[src/rtl/multicycle_alu_pkg.sv]
// Shared types for multicycle_alu: opcode mnemonics, FSM states and default widths.
// The MUL state exists only when MULTICYCLE_ALU_MUL_EN is defined.
package definitions;

  localparam int unsigned DEFAULT_W   = 8;
  localparam int unsigned DEFAULT_OPS = 4;

  typedef enum logic [3:0] {
    ADD = 4'd0,
    SUB = 4'd1,
    AND = 4'd2,
    OR  = 4'd3,
    XOR = 4'd4,
    NEG = 4'd5,
    GEQ = 4'd6,
    EQ  = 4'd7,
    NEQ = 4'd8,
    LSH = 4'd9,
    RSH = 4'd10,
    MUL = 4'd11,
    NOP = 4'd12
  } op_mne;

  typedef enum logic [1:0] {
    ST_IDLE,
    ST_SHIFT
`ifdef MULTICYCLE_ALU_MUL_EN
    , ST_MUL
`endif
  } state_t;

endpackage

[src/rtl/multicycle_alu_core.sv]
// Combinational single-cycle ALU slice: ADD..NEQ plus NOP (Out=0, Carry=0).
// Shift and MUL opcodes fall through to the NOP result here.
module alu_core
  import definitions::*;
#(
  parameter int unsigned W = DEFAULT_W
) (
  input  op_mne          op,
  input  logic [W-1:0]   a,
  input  logic [W-1:0]   b,
  output logic [W-1:0]   result,
  output logic           carry
);

  logic [W:0] sum;
  logic [W:0] diff;

  always_comb begin
    sum    = {1'b0, a} + {1'b0, b};
    diff   = {1'b0, a} + {1'b0, ~b} + {{W{1'b0}}, 1'b1};
    result = '0;
    carry  = 1'b0;
    case (op)
      ADD: begin result = sum[W-1:0];  carry = sum[W];  end
      SUB: begin result = diff[W-1:0]; carry = diff[W]; end
      AND: result = a & b;
      OR:  result = a | b;
      XOR: result = a ^ b;
      NEG: result = ~a + {{(W-1){1'b0}}, 1'b1};
      GEQ: result = {{(W-1){1'b0}}, (a >= b)};
      EQ:  result = {{(W-1){1'b0}}, (a == b)};
      NEQ: result = {{(W-1){1'b0}}, (a != b)};
      default: ;
    endcase
  end

endmodule

[src/rtl/multicycle_alu.sv]
// Clocked ALU with single-cycle ops, iterative shifts and an optional shift-add
// multiplier enabled by defining MULTICYCLE_ALU_MUL_EN.
module multicycle_alu
  import definitions::*;
#(
  parameter int unsigned W   = DEFAULT_W,
  parameter int unsigned Ops = DEFAULT_OPS
) (
  input  logic           Clk,
  input  logic           Reset,
  input  logic           Start,
  input  logic [W-1:0]   InputA,
  input  logic [W-1:0]   InputB,
  input  logic [Ops-1:0] OP,
  output logic [W-1:0]   Out,
  output logic           Zero,
  output logic           Parity,
  output logic           Odd,
  output logic           Carry,
  output logic           Busy,
  output logic           Done
);

  localparam int unsigned KW = $clog2(W);

  op_mne           op_mnemonic;
  op_mne           op_sel;
  state_t          state, state_next;
  logic [KW-1:0]   k;
  logic            is_shift;
  logic            go_shift;
  logic [W-1:0]    core_res;
  logic            core_c;

  logic [W-1:0]    sh;
  logic            sh_left;
  logic [W-1:0]    sh_next;
  logic            sh_bit;
  logic [KW-1:0]   cnt;

  logic            load;
  logic [W-1:0]    load_val;
  logic            load_c;

  always_comb begin
    op_mnemonic = op_mne'(OP);
    // Any opcode above MUL (including wide-Ops extensions) decodes as NOP
    op_sel      = (OP > Ops'(MUL)) ? NOP : op_mnemonic;
    k           = InputB[KW-1:0];
    is_shift    = (op_sel == LSH) || (op_sel == RSH);
    go_shift    = is_shift && (k != '0);
    sh_next     = sh_left ? {sh[W-2:0], 1'b0} : {1'b0, sh[W-1:1]};
    sh_bit      = sh_left ? sh[W-1] : sh[0];
  end

  alu_core #(.W(W)) u_core (
    .op     (op_sel),
    .a      (InputA),
    .b      (InputB),
    .result (core_res),
    .carry  (core_c)
  );

`ifdef MULTICYCLE_ALU_MUL_EN
  logic            go_mul;
  logic [2*W-1:0]  acc;
  logic [2*W-1:0]  mcand;
  logic [W-1:0]    mplier;
  logic [2*W-1:0]  prod_next;

  always_comb begin
    go_mul    = (op_sel == MUL);
    prod_next = acc + (mplier[0] ? mcand : '0);
  end

  always_ff @(posedge Clk) begin
    if (Reset) begin
      acc    <= '0;
      mcand  <= '0;
      mplier <= '0;
    end else if (state == ST_IDLE) begin
      if (Start && go_mul) begin
        acc    <= '0;
        mcand  <= {{W{1'b0}}, InputA};
        mplier <= InputB;
      end
    end else if (state == ST_MUL) begin
      acc    <= prod_next;
      mcand  <= {mcand[2*W-2:0], 1'b0};
      mplier <= {1'b0, mplier[W-1:1]};
    end
  end
`endif

  always_ff @(posedge Clk) begin
    if (Reset) state <= ST_IDLE;
    else       state <= state_next;
  end

  always_comb begin
    state_next = state;
    case (state)
      ST_IDLE: begin
        if (Start) begin
          if (go_shift) state_next = ST_SHIFT;
`ifdef MULTICYCLE_ALU_MUL_EN
          else if (go_mul) state_next = ST_MUL;
`endif
        end
      end
      ST_SHIFT: if (cnt == '0) state_next = ST_IDLE;
`ifdef MULTICYCLE_ALU_MUL_EN
      ST_MUL:   if (cnt == '0) state_next = ST_IDLE;
`endif
      default:  state_next = ST_IDLE;
    endcase
  end

  always_comb begin
    Busy   = (state != ST_IDLE);
    Zero   = ~|Out;
    Parity = ^Out;
    Odd    = Out[0];
  end

  // Single result-load path shared by every completing operation
  always_comb begin
    load     = 1'b0;
    load_val = core_res;
    load_c   = core_c;
    case (state)
      ST_IDLE: begin
        if (Start && !go_shift
`ifdef MULTICYCLE_ALU_MUL_EN
            && !go_mul
`endif
           ) begin
          load = 1'b1;
          if (is_shift) begin
            load_val = InputA;
            load_c   = 1'b0;
          end
        end
      end
      ST_SHIFT: begin
        load_val = sh_next;
        load_c   = sh_bit;
        load     = (cnt == '0);
      end
`ifdef MULTICYCLE_ALU_MUL_EN
      ST_MUL: begin
        load_val = prod_next[W-1:0];
        load_c   = |prod_next[2*W-1:W];
        load     = (cnt == '0);
      end
`endif
      default: ;
    endcase
  end

  // cnt holds the remaining iterations minus one; the op completes when it reads 0
  always_ff @(posedge Clk) begin
    if (Reset) begin
      sh      <= '0;
      sh_left <= 1'b0;
      cnt     <= '0;
      Out     <= '0;
      Carry   <= 1'b0;
      Done    <= 1'b0;
    end else begin
      Done <= load;
      if (load) begin
        Out   <= load_val;
        Carry <= load_c;
      end
      case (state)
        ST_IDLE: begin
          if (Start && go_shift) begin
            sh      <= InputA;
            sh_left <= (op_sel == LSH);
            cnt     <= k - KW'(1);
          end
`ifdef MULTICYCLE_ALU_MUL_EN
          else if (Start && go_mul) begin
            cnt <= KW'(W - 1);
          end
`endif
        end
        ST_SHIFT: begin
          sh  <= sh_next;
          cnt <= cnt - KW'(1);
        end
`ifdef MULTICYCLE_ALU_MUL_EN
        ST_MUL: cnt <= cnt - KW'(1);
`endif
        default: ;
      endcase
    end
  end

endmodule

[config.mk]
export PLATFORM = sky130hd
export DESIGN_NAME = multicycle_alu
export DESIGN_NICKNAME = d
export VERILOG_FILES = /design/src/rtl/multicycle_alu_pkg.sv /design/src/rtl/multicycle_alu_core.sv /design/src/rtl/multicycle_alu.sv
export SDC_FILE = /design/constraint.sdc
export NUM_CORES = 1
export LEC_CHECK = 0
export BUFFER_PORTS_ARGS = -buffer_cell sky130_fd_sc_hd__clkbuf_2
export CORE_MARGIN = 3
export CORE_UTILIZATION = 64
export CTS_CLUSTER_SIZE = 30
export DETAILED_ROUTE_END_ITERATION = 6
export GPL_TIMING_DRIVEN = 0
export PLACE_DENSITY = 0.87
export SLEW_MARGIN = 10
export SYNTH_ARGS = -nofsm -noshare
export SYNTH_HDL_FRONTEND = slang
export SYNTH_SLANG_ARGS = --single-unit
[constraint.sdc]
create_clock -name Clk -period 6.2 [get_ports Clk]
set_input_delay 1.24 -clock Clk [delete_from_list [all_inputs] [get_ports Clk]]
set_output_delay 1.24 -clock Clk [all_outputs]
set_load 0.005 [all_outputs]
==> results by group <==
Yosys
  • Mapped Cells: 369
  • Yosys top cell by area: dfxtp_1
  • Synthesis-stage register bit count: 23
  • Post-synth ARST share: 0
  • Yosys top cell area share: 0.168
  • Register area share after synthesis: 0.168
  • Top cells by area, synth: dfxtp_1 17%, ha_1 14%, mux2i_1 5.5%, a21oi_1 5.3%, inv_1 4.9%
  • Netlist cell types: 67
  • Top-count cell post-synth: inv_1
  • Synthesis Warnings: 0
  • Avg Inst Size Synth: 7.44 sq um
  • Syn Nets: 424
  • Ys flop type: dfxtp_1
  • Commonest cells post-synth: 36 x inv_1, 31 x nor2_1, 30 x ha_1, 29 x a21oi_1, 29 x nand2_1
  • Mapped Area: 2750 sq um
  • Post-synth EDFFs: 0

Timing
  • Final Slew Violations: 0
  • Slew of the pin with the lowest slew margin: 0.868 ns
  • Final period utilization: 0.529
  • Fin crit period: 3.28 ns
  • Hold Fails Final Rpt: 0
  • Rel. slew slack: 0.417
  • Fmax: 305 MHz
  • RSZ-0062 raised after global routing: no
  • Setup TNS: 0 ns
  • Setup Skew: 0.00348 ns
  • Fin Hold WS: 0.475 ns
  • Final Worst Setup Slack: 2.92 ns
  • Setup violators final: 0

Die
  • Initial Util: 0.677
  • Die Area: 5110 sq um
  • CORE AREA: 4060 sq um
  • Die W: 71.5 um
  • Die H: 71.5 um
  • Num rows: 23
  • I/O pin cnt: 37

Placed design
  • Final Wtd Congestion: 0.994
  • Dpl hpwl: 6290 um
  • I/O Buffers: 34
  • Placed Area: 2980 sq um
  • Cells after DPL: 453
  • DP Worst Slack: 2.78 ns

Power and ir drop
  • Leak Pwr: 1.27 nW
  • IR drop worst, VDD: 0.0942 mV
  • Total power: 0.460 mW
  • Pwr Density: 152 nW/um^2

Routing
  • Pre-antenna DRT Iters: 6
  • Remaining DRCs: 0
  • Initial DRC Count: 435
  • Routed Antenna Nets: 0
  • Average wire per standard cell: 17.6 um
  • Via count: 3004
  • Post-Route WL: 8030 um
  • Via density: 6.57

Clocking
  • CTS tree: built
  • Postcts setup bufs: 0
  • Clock latency on the worst-skew pair: 0.27 ns
  • Clock Sinks: 23
  • H-tree Lvls: 1
  • Post-CTS resize count: 0
  • Hold_buf cts: 0
  • Clock slew at reported path FFs: 0.08 ns
  • CTS root buf: clkbuf_8
  • TritonCTS buffer count: 3
  • CTS Buffer Depth: 2

Setup path
  • Startpoint types: primary input
  • R2R Setup Slk: 3.82 ns
  • WP data required: 6.33 ns
  • Endpoint class of the critical path: flop
  • RR Endpoint: cnt[2]
  • Crit path to: Out[5]
  • Crit path DAT: 3.42 ns
  • WS Path Type: primary input to flop
  • Critical R2R Launch: state[0]
  • Worst reg2reg path depth: 8
  • Crit. Startpoint: InputA[2]
  • Crit-path max FO: 8

Global routing
  • First-pass GRT wire length: 12800 um
  • Largest net degree at the start of global routing: 14
  • Initial antenna violation count: 0
  • Global route overflow: 0
  • Total track usage: 0.311
  • Vias in the first global route: 2703

Layout
  • P&R area growth vs syn: 10.2%
  • Final Non-Filler Cells: 457
  • Layout cells sized above 1: 0.177
  • FILL cells: 330
  • Layout Utilization: 0.746
  • Nets: 463
  • Antenna Cells: 0
  • Final instance area: 3030 sq um

Hold path
  • Hold WC Path Type: flop to flop

Status
  • Status: complete, no violations

Run
  • Max-Cap Viols: 0
metal layers:
layer | part of all wire | GRT usage
met5 | 0 | 0
met4 | 0.041 | 0.142
met3 | 0.097 | 0.0295
met2 | 0.45 | 0.496
met1 | 0.41 | 0.423
cell families after synthesis:
family                     count (synthesis)  synth area share
and+or+nand+nor                          117             0.229
AOI/OAI and AO/OA                        108             0.254
buffers and inverters                     61            0.0970
adders and majority gates                 32             0.151
DFF                                       23             0.168
muxes                                     17            0.0629
xor gates and xnor gates                  11            0.0378
area by class of cell:
| cell class | instances | area (sq um) | area share |
|---|---|---|---|
| Clock inverter | 1 | 5.00 | 0.00165 |
| Clock buffer | 3 | 41.3 | 0.0136 |
| Inverter | 37 | 139 | 0.0459 |
| Timing Repair Buffer | 34 | 170 | 0.0562 |
| Buffer | 24 | 128 | 0.0422 |
| Multi-Input combinational cell | 285 | 2020 | 0.667 |
| Sequential cell | 23 | 460 | 0.152 |
| Tap cell | 50 | 62.6 | 0.0207 |
power by group:
part           internal, mW  switching (mW)
Combinational        0.0827           0.117
Sequential            0.158         0.00842
Clock                0.0449          0.0489
Total                 0.286           0.174
sequential cells by signal (all words and copies together), names as in the netlist:
register,count
Carry,1
Done,1
cnt,3
sh,8
state,1
sh_left,1
Out,8
layout by cell type, fill, tap and decap left out, drive strengths merged, types with 16 or more instances in the layout:
cell    count
clkbuf     45
inv        37
nor2       32
ha         30
a21oi      30
nand2      29
o21ai      26
dfxtp      23
nor3       19
buf        16
critical path: stages:
cell       delay [ns]
clkbuf_2         0.14
inv_1            0.13
ha_1             0.30
buf_2            0.18
inv_1            0.06
a21oi_1          0.36
o31ai_1          0.16
xnor2_1          0.15
a2111oi_0        0.52
o21ai_1          0.17
how the worst min path moves through the flow:
stage | start | cells past startpoint | slack [ns] | endpoint
6_report | Out[2] | 2 | 0.47 | Out[2]
5_1_grt | Out[2] | 2 | 0.52 | Out[2]
4_1_cts | Out[2] | 2 | 0.47 | Out[2]
3_5_place_dp | Out[2] | 2 | 0.46 | Out[2]
3_3_place_gp | Out[1] | 2 | 0.46 | Out[1]
2_1_floorplan | Out[1] | 2 | 0.46 | Out[1]
No activity file was read; power rests on OpenSTA's default activity.
